<file path="src/rtl/piso_serializer.sv">
// Parallel-in serial-out transmitter: takes a WIDTH-bit word on a load/ready handshake and sends it LSB first.
// Latency: first bit one bit-time (DIV cycles) after acceptance; done pulses one cycle after the final bit.
// Backpressure: ready is high only in IDLE; load while busy is ignored and the current frame is untouched.
//
// Ports:
//   clk      rising-edge clock
//   clr      asynchronous reset, active low
//   load     send request, accepted on an edge where load && ready
//   din      word to send, sampled only on the accepting edge
//   ready    combinational, high in IDLE
//   shr      registered one-cycle strobe marking each valid bit on shr_out
//   shr_out  registered serial data (holds between strobes)
//   busy     combinational, high outside IDLE
//   done     registered one-cycle pulse after the last bit of a frame
//
// Optional feature: define PARITY_EN to append an even-parity bit (XOR of the
// captured word) as an extra strobed bit after the WIDTH data bits.

module piso_serializer #(
    parameter int WIDTH = 4,
    parameter int DIV   = 1
) (
    input  logic             clk,
    input  logic             clr,
    input  logic             load,
    input  logic [WIDTH-1:0] din,
    output logic             ready,
    output logic             shr,
    output logic             shr_out,
    output logic             busy,
    output logic             done
);

`ifdef PARITY_EN
    localparam int NBITS = WIDTH + 1;
`else
    localparam int NBITS = WIDTH;
`endif
    localparam int CNT_W = $clog2(WIDTH + 2);
    // Keep the divider counter at least one bit wide so DIV=1 still elaborates.
    localparam int DIV_W = (DIV > 1) ? $clog2(DIV) : 1;

    typedef enum logic [1:0] {
        IDLE  = 2'd0,
        SHIFT = 2'd1,
        DONE  = 2'd2
    } state_t;

    state_t             state_q,   state_d;
    logic [WIDTH-1:0]   shreg_q,   shreg_d;
    logic [CNT_W-1:0]   bit_cnt_q, bit_cnt_d;
    logic [DIV_W-1:0]   div_cnt_q, div_cnt_d;
    logic               shr_q,     shr_d;
    logic               shr_out_q, shr_out_d;
    logic               done_q,    done_d;
`ifdef PARITY_EN
    logic               parity_q,  parity_d;
`endif

    logic tick;
    logic last_bit;

    assign tick     = (div_cnt_q == DIV_W'(DIV - 1));
    assign last_bit = (bit_cnt_q == CNT_W'(NBITS - 1));

    always_comb begin
        state_d   = state_q;
        shreg_d   = shreg_q;
        bit_cnt_d = bit_cnt_q;
        div_cnt_d = div_cnt_q;
        shr_d     = 1'b0;
        shr_out_d = shr_out_q;
        done_d    = 1'b0;
`ifdef PARITY_EN
        parity_d  = parity_q;
`endif
        case (state_q)
            IDLE: begin
                if (load) begin
                    shreg_d   = din;
                    bit_cnt_d = '0;
                    div_cnt_d = '0;
`ifdef PARITY_EN
                    parity_d  = ^din;
`endif
                    state_d   = SHIFT;
                end
            end
            SHIFT: begin
                if (tick) begin
                    div_cnt_d = '0;
                    shr_d     = 1'b1;
                    bit_cnt_d = bit_cnt_q + 1'b1;
`ifdef PARITY_EN
                    // Data bits first; the slot after them carries the parity bit.
                    if (bit_cnt_q < CNT_W'(WIDTH)) begin
                        shr_out_d = shreg_q[0];
                        shreg_d   = shreg_q >> 1;
                    end else begin
                        shr_out_d = parity_q;
                    end
`else
                    shr_out_d = shreg_q[0];
                    shreg_d   = shreg_q >> 1;
`endif
                    if (last_bit) begin
                        state_d = DONE;
                    end
                end else begin
                    div_cnt_d = div_cnt_q + 1'b1;
                end
            end
            DONE: begin
                done_d  = 1'b1;
                state_d = IDLE;
            end
            default: begin
                state_d = IDLE;
            end
        endcase
    end

    always_ff @(posedge clk or negedge clr) begin
        if (!clr) begin
            state_q   <= IDLE;
            shreg_q   <= '0;
            bit_cnt_q <= '0;
            div_cnt_q <= '0;
            shr_q     <= 1'b0;
            shr_out_q <= 1'b0;
            done_q    <= 1'b0;
`ifdef PARITY_EN
            parity_q  <= 1'b0;
`endif
        end else begin
            state_q   <= state_d;
            shreg_q   <= shreg_d;
            bit_cnt_q <= bit_cnt_d;
            div_cnt_q <= div_cnt_d;
            shr_q     <= shr_d;
            shr_out_q <= shr_out_d;
            done_q    <= done_d;
`ifdef PARITY_EN
            parity_q  <= parity_d;
`endif
        end
    end

    assign ready   = (state_q == IDLE);
    assign busy    = (state_q != IDLE);
    assign shr     = shr_q;
    assign shr_out = shr_out_q;
    assign done    = done_q;

endmodule

</file>
<file path="config.mk">
export PLATFORM = sky130hd
export DESIGN_NAME = piso_serializer
export DESIGN_NICKNAME = d
export VERILOG_FILES = /design/src/rtl/piso_serializer.sv
export SDC_FILE = /design/constraint.sdc
export NUM_CORES = 1
export LEC_CHECK = 0
export CAP_MARGIN = 20
export CORE_AREA = 2 2 39 41
export CTS_BUF_LIST = sky130_fd_sc_hd__clkbuf_16
export DETAILED_ROUTE_END_ITERATION = 10
export DIE_AREA = 0 0 41 43
export HOLD_SLACK_MARGIN = 0.08
export PLACE_DENSITY = 0.66
export SLEW_MARGIN = 0
export SYNTH_ARGS = -nofsm -noshare
export SYNTH_HDL_FRONTEND = slang
export SYNTH_SLANG_ARGS = --single-unit
</file>
<file path="constraint.sdc">
create_clock -name clk -period 1.25 [get_ports clk]
set_input_delay 0.125 -clock clk [delete_from_list [all_inputs] [get_ports clk]]
set_output_delay 0.125 -clock clk [all_outputs]
set_load 0.01 [all_outputs]
</file>
==> results.json, run 1 <==
{
  "crit_chain": "buf_6, or4b_1, o221a_2",
  "layout-drive-gt1-share_pct": 35.9,
  "antenna_cells": 0,
  "max_cap_viol_count": 0,
  "slowest_stage": "or4b_1",
  "holdCritPathClass": "in2async",
  "fin_tns_setup_ps": -18.9,
  "cts_num_sinks": 12,
  "drt_iter0_markers": 7,
  "fin_util_pct": 58.3,
  "ant_nets": 0,
  "finalHoldViolCount": 0,
  "critPathMaxFanout": 9,
  "grt_pass1_wl_um": 1760,
  "crit_type": "reg2reg",
  "combPwrFrac_pct": 41.1,
  "syn_area_um2": 529,
  "insertion_delay_ps": 240,
  "fin_nets": 74,
  "path_clk_slew_ps": 40,
  "cts_tree": "done",
  "power.switching_mw": 0.595,
  "place_congestion": 0.737,
  "syn_nets": 50,
  "remaining_drc_errors": 0,
  "clkPwrFrac_pct": 27.9,
  "rsz0062_at_grt": "yes",
  "worst_r2r_endpoint": "shreg_q[0]",
  "finalNonFillerCells": 80,
  "layout_setup_ws_ps": -16.1,
  "ir_drop_v": 0.00129,
  "area_delta_synth_final_pct": 52.5,
  "vias_per_cell": 5.24,
  "cp.required_ps": 1370,
  "slowest_delay_ps": 500,
  "place_ws_ps": -127,
  "ys_ff_latch": 12,
  "cp-end-kind": "flip-flop",
  "wirelength_um": 997,
  "post-route-period-util_pct": 101,
  "p_int_mw": 1.48,
  "powerDensity_nw_per_um2": 2570,
  "finalCriticalPeriod_ps": 1270,
  "grt_util_all_layers_pct": 15.8,
  "cpLargestDelayFamily": "simple AND/OR/NAND/NOR gates",
  "antenna_found_initial": 0,
  "start_kind": "flip-flop",
  "status": "finished with violations",
  "yosysWarnings": 0,
  "setup_violations": 2,
  "cp.arrival_ps": 1390,
  "syn_area_per_cell_um2": 12.9,
  "start_util_pct": 38.2,
  "grt_pass1_vias": 409,
  "reg2regPathDepth": 3,
  "rrSetupSlack_ps": -20,
  "p_leak_nw": 0.380,
  "ios": 12,
  "fillers": 115,
  "numCtsBuffers": 3,
  "placed_cells": 74,
  "routedWlPerCell_um": 12.5,
  "via_count": 419,
  "hold-worst-slack_ps": 191,
  "fin_total_pwr_mw": 2.08,
  "stdcell_area_um2": 807,
  "placed_cell_area_um2": 707,
  "r2r_start": "state_q[0]",
  "htreeDepth": 1,
  "die_h_um": 43,
  "fin_worst_skew_ps": 1.16,
  "worst_pin_slew_ps": 214,
  "violations": "setup timing",
  "critPathBufInv": 1,
  "synth_cells": 41,
  "grt_max_degree": 13,
  "placementRows": 14,
  "dp_hpwl_um": 757,
  "fmax_mhz": 790,
  "die_width_um": 41,
  "ys_types": 21,
  "cts.root.buffer_cell": "clkbuf_16",
  "swShare_pct": 28.7,
  "max_slew_margin_pct": 85.7,
  "grt_overflow": 0,
  "seqPwrFrac_pct": 31.0,
  "clockBufferDepth": 2,
  "dr.pass1.iters": 4,
  "synth_seq_area_share_pct": 56.7,
  "ctsHoldBuffers": 0,
  "placeableCoreArea_um2": 1380,
  "drv_slew": 0,
  "die_area_um2": 1760,
  "io_buffers": 11
}
## power by group through the flow
stage | Sequential, mW | Combinational, mW | Clock [mW]
after floorplan | 0.671 | 0.446 | 0
after global placement | 0.641 | 0.800 | 0
after detailed placement | 0.650 | 0.829 | 0
after CTS | 0.649 | 0.848 | 0.590
after global routing | 0.670 | 0.950 | 0.613
final | 0.643 | 0.853 | 0.579
## registers in the layout, summed over array words and instances, names as in the netlist
name and cells:
shreg_q 4, bit_cnt_q 3, state_q 2, done 1, shr 1, shr_out 1
## final cells by class
class | count | area, um^2 | area share (%)
clock buffers | 3 | 75.1 | 9.30
clock inverters | 1 | 3.75 | 0.465
inverters | 4 | 15.0 | 1.86
multi-input cells | 24 | 215 | 26.7
flip-flops and latches | 12 | 300 | 37.2
well taps | 16 | 20.0 | 2.48
repair buffers | 20 | 178 | 22.0
## layer usage
layer | track usage (%) | vias to the layer above | wire, um | part of all wire [%]
met1 | 19.2 | 209 | 423 | 42
li1 | - | 195 | - | -
met3 | 3.14 | 5 | 24 | 2.4
met4 | 12.0 | 0 | 39 | 3.9
met2 | 23.1 | 10 | 511 | 51
met5 | 0 | - | 0 | 0
## cell families (layout without fill, tap and decap cells)
family                     Yosys count  in the layout  synth area share [%]
AOI/OAI and AO/OA                    8              8                  13.5
adders and majority gates            2              2                  4.73
buffers and inverters                5             28                  3.78
DFF                                 12             12                  56.7
muxes                                2              2                  4.73
and+or+nand+nor                     12             12                  16.6
## worst register-to-register path: stages, from the launching register on
cell     delay [ps]
dfrtp_1         370
buf_6           130
or4b_1          500
o221a_2         140
## layout by cell type (no fill, tap or decap), types with 2 or more instances in the layout
| cell type | count |
|---|---|
| buf_4 | 7 |
| inv_1 | 3 |
| o221a_2 | 3 |
| nand2b_1 | 2 |
| clkdlybuf4s50_1 | 8 |
| clkbuf_16 | 3 |
| nand2_1 | 2 |
| or4b_1 | 3 |
| buf_6 | 2 |
| dfrtp_1 | 12 |
## Yosys cell counts
cell type	count	area (um^2)
a21oi_1	1	5.00
and2_1	1	6.26
and2b_2	1	8.76
buf_2	1	5.00
dfrtp_1	12	300
ha_1	2	25.0
inv_1	3	11.3
inv_2	1	3.75
mux2_4	1	15.0
mux2i_1	1	10.0
nand2_1	2	7.51
nand2b_1	2	12.5
o211ai_1	1	7.51
o21ba_2	1	10.0
o221a_2	3	33.8
o22ai_1	1	6.26
o2bb2ai_1	1	8.76
or2_1	1	6.26
or2b_1	1	7.51
or3b_1	1	8.76
or4b_1	3	30.0
## what timing repair did
item                                    in CTS  in global routing
hold endpoints to repair                     0                  0
endpoints found under the setup margin       6                  6
gates resized for setup                      9                  3
pin swaps                                    4                  1
buffers inserted                             1                  1
## worst max path at each step
stage | slack, ps | from | endpoint | cells past startpoint
floorplan | 90 | state_q[1] | shreg_q[0] | 2
global placement | -110 | load | shreg_q[0] | 3
detailed placement | -130 | load | shreg_q[0] | 3
CTS | -30 | state_q[0] | shreg_q[0] | 3
global route | -50 | state_q[0] | shreg_q[0] | 3
finish | -20 | state_q[0] | shreg_q[0] | 3
(Power assumes the default switching activity.)
==> run 2: changes to the inputs <==
PLACE_DENSITY = 0.64   (was 0.66)
clock period = 1.3 ns   (was 1.25 ns; I/O delays follow)
==> run 2 against run 1 <==
The flow now finishes without violations. Sequential share of layout area rose by 0.65 points. Routed wire length fell by 4.5%. Worst hold slack improved by 8.1 ps. Final cell count fell by 2.5%. Clock skew rose by 0.54 ps. Utilization fell by 0.99 points. Power fell by 4.5%. Largest cell class unchanged.
==> results.json, run 2 (synthesis results as in run 1) <==
{
  "hold-worst-slack_ps": 199,
  "slowest_stage": "or4b_1",
  "place_congestion": 0.722,
  "mostFrequentLayoutCell": "dfrtp_1",
  "crit_chain": "buf_6, or4b_1, o221a_2",
  "drt_iter0_markers": 1,
  "rsz0062_at_grt": "yes",
  "p_leak_nw": 0.365,
  "dr.pass1.iters": 2,
  "die_width_um": 41,
  "placementRows": 14,
  "grt_max_degree": 13,
  "vias_per_cell": 4.86,
  "ios": 12,
  "postCtsSetupBuffers": 0,
  "die_area_um2": 1760,
  "die_h_um": 43,
  "layout-drive-gt1-share_pct": 32.3,
  "finalHoldViolCount": 0,
  "numCtsBuffers": 3,
  "finalCriticalPeriod_ps": 1280,
  "placed_cell_area_um2": 707,
  "dp_hpwl_um": 700,
  "path_clk_slew_ps": 40,
  "worst_pin_slew_ps": 168,
  "largest_register_ff_count": 4,
  "multi_input_area_um2": 214,
  "final_cell_mix": "12 x dfrtp_1, 9 x clkdlybuf4s50_1, 5 x buf_4",
  "cp.required_ps": 1420,
  "slowest_delay_ps": 490,
  "start_kind": "flip-flop",
  "ant_nets": 0,
  "io_buffers": 11,
  "stdcell_area_um2": 793,
  "placed_cells": 74,
  "finalNonFillerCells": 78,
  "ir_drop_v": 0.00114,
  "antenna_cells": 0,
  "setup_violations": 0,
  "post-route-period-util_pct": 98.5,
  "fin_nets": 72,
  "start_util_pct": 38.2,
  "htreeDepth": 1,
  "holdCritPathClass": "in2async",
  "crit_type": "reg2reg",
  "cts_tree": "done",
  "grt_overflow": 0,
  "grt_pass1_vias": 406,
  "max_slew_margin_pct": 88.8,
  "grt_pass1_wl_um": 1680,
  "powerDensity_nw_per_um2": 2500,
  "cp-end-kind": "flip-flop",
  "ctsHoldBuffers": 0,
  "max_cap_viol_count": 0,
  "regArea_um2": 300,
  "routedWlPerCell_um": 12.2,
  "clockBufferDepth": 2,
  "fillers": 127,
  "antenna_found_initial": 0,
  "cp.arrival_ps": 1400,
  "insertion_delay_ps": 240,
  "wirelength_um": 952,
  "largest_register": "shreg_q",
  "grt_util_all_layers_pct": 15.0,
  "reg_top3": "shreg_q (4), bit_cnt_q (3), state_q (2)",
  "drv_slew": 0,
  "fin_worst_skew_ps": 1.70,
  "area_delta_synth_final_pct": 49.9,
  "critPathMaxFanout": 9,
  "cts_num_sinks": 12,
  "placeableCoreArea_um2": 1380,
  "remaining_drc_errors": 0,
  "status": "completed",
  "via_count": 379,
  "cts.root.buffer_cell": "clkbuf_16",
  "fmax_mhz": 781
}
[run 2: changes by cell type in the layout (fill, tap and decap cells not counted), sizes merged]
cell           before  now
clkdlybuf4s15       0    1
buf                10    7
dlymetal6s2s        1    0
clkdlybuf4s50       8    9
[run 2: cell type report]
cell class | count | share of cell area (%)
Tap cell | 16 | 2.52
Timing Repair Buffer | 18 | 20.8
Inverter | 4 | 1.89
Clock inverter | 1 | 0.473
Sequential cell | 12 | 37.9
Multi-Input combinational cell | 24 | 27.0
Clock buffer | 3 | 9.46
[run 2: final timing paths]
| path | startpoint | slack, ps | cells past startpoint | to |
|---|---|---|---|---|
| max | state_q[0] | 20 | 3 | shreg_q[2] |
| min | clr | 200 | 2 | shr_out |
| max reg2reg | state_q[0] | 20 | 3 | shreg_q[2] |
| min reg2reg | bit_cnt_q[0] | 480 | 1 | bit_cnt_q[0] |
| max in group asynchronous | clr | 950 | 2 | shreg_q[2] |
| min in group clk | din[3] | 470 | 3 | shreg_q[3] |
[run 2: worst max-delay path, delay by kind of cell, from the launching register on]
kind | cells | cell delay (ps)
flops | 1 | 390
simple gates | 1 | 490
buf+inv | 1 | 140
compound gates | 1 | 140
[run 2: where the power goes]
group          leakage (nW)  total, mW  internal [mW]  switching, mW
sequential            0.147      0.623          0.538         0.0852
combinational         0.179      0.805          0.485          0.320
clock                0.0385      0.554          0.404          0.150
[run 2: per-stage QoR]
step,util [%],TNS [ps],power (mW),setup WS [ps]
2_1_floorplan,-,0,1.07,140
4_1_cts,56.7,0,1.97,2.56
3_5_place_dp,51.1,-422,1.42,-92.7
3_3_place_gp,51.1,-304,1.41,-74.2
5_1_grt,57.3,-38.1,2.15,-19.5
6_report,57.3,0,1.98,19.8
[run 2: repair_timing]
action | in CTS | in global routing
pin swaps | 0 | 3
setup endpoints to repair | 2 | 6
resized for setup | 3 | 6
[run 2: per-layer routing]
| metal | routed length (um) | global-route usage (%) |
|---|---|---|
| met2 | 451 | 20.0 |
| met5 | 0 | 0 |
| met1 | 403 | 19.1 |
| met4 | 29 | 12.0 |
| met3 | 67 | 4.71 |
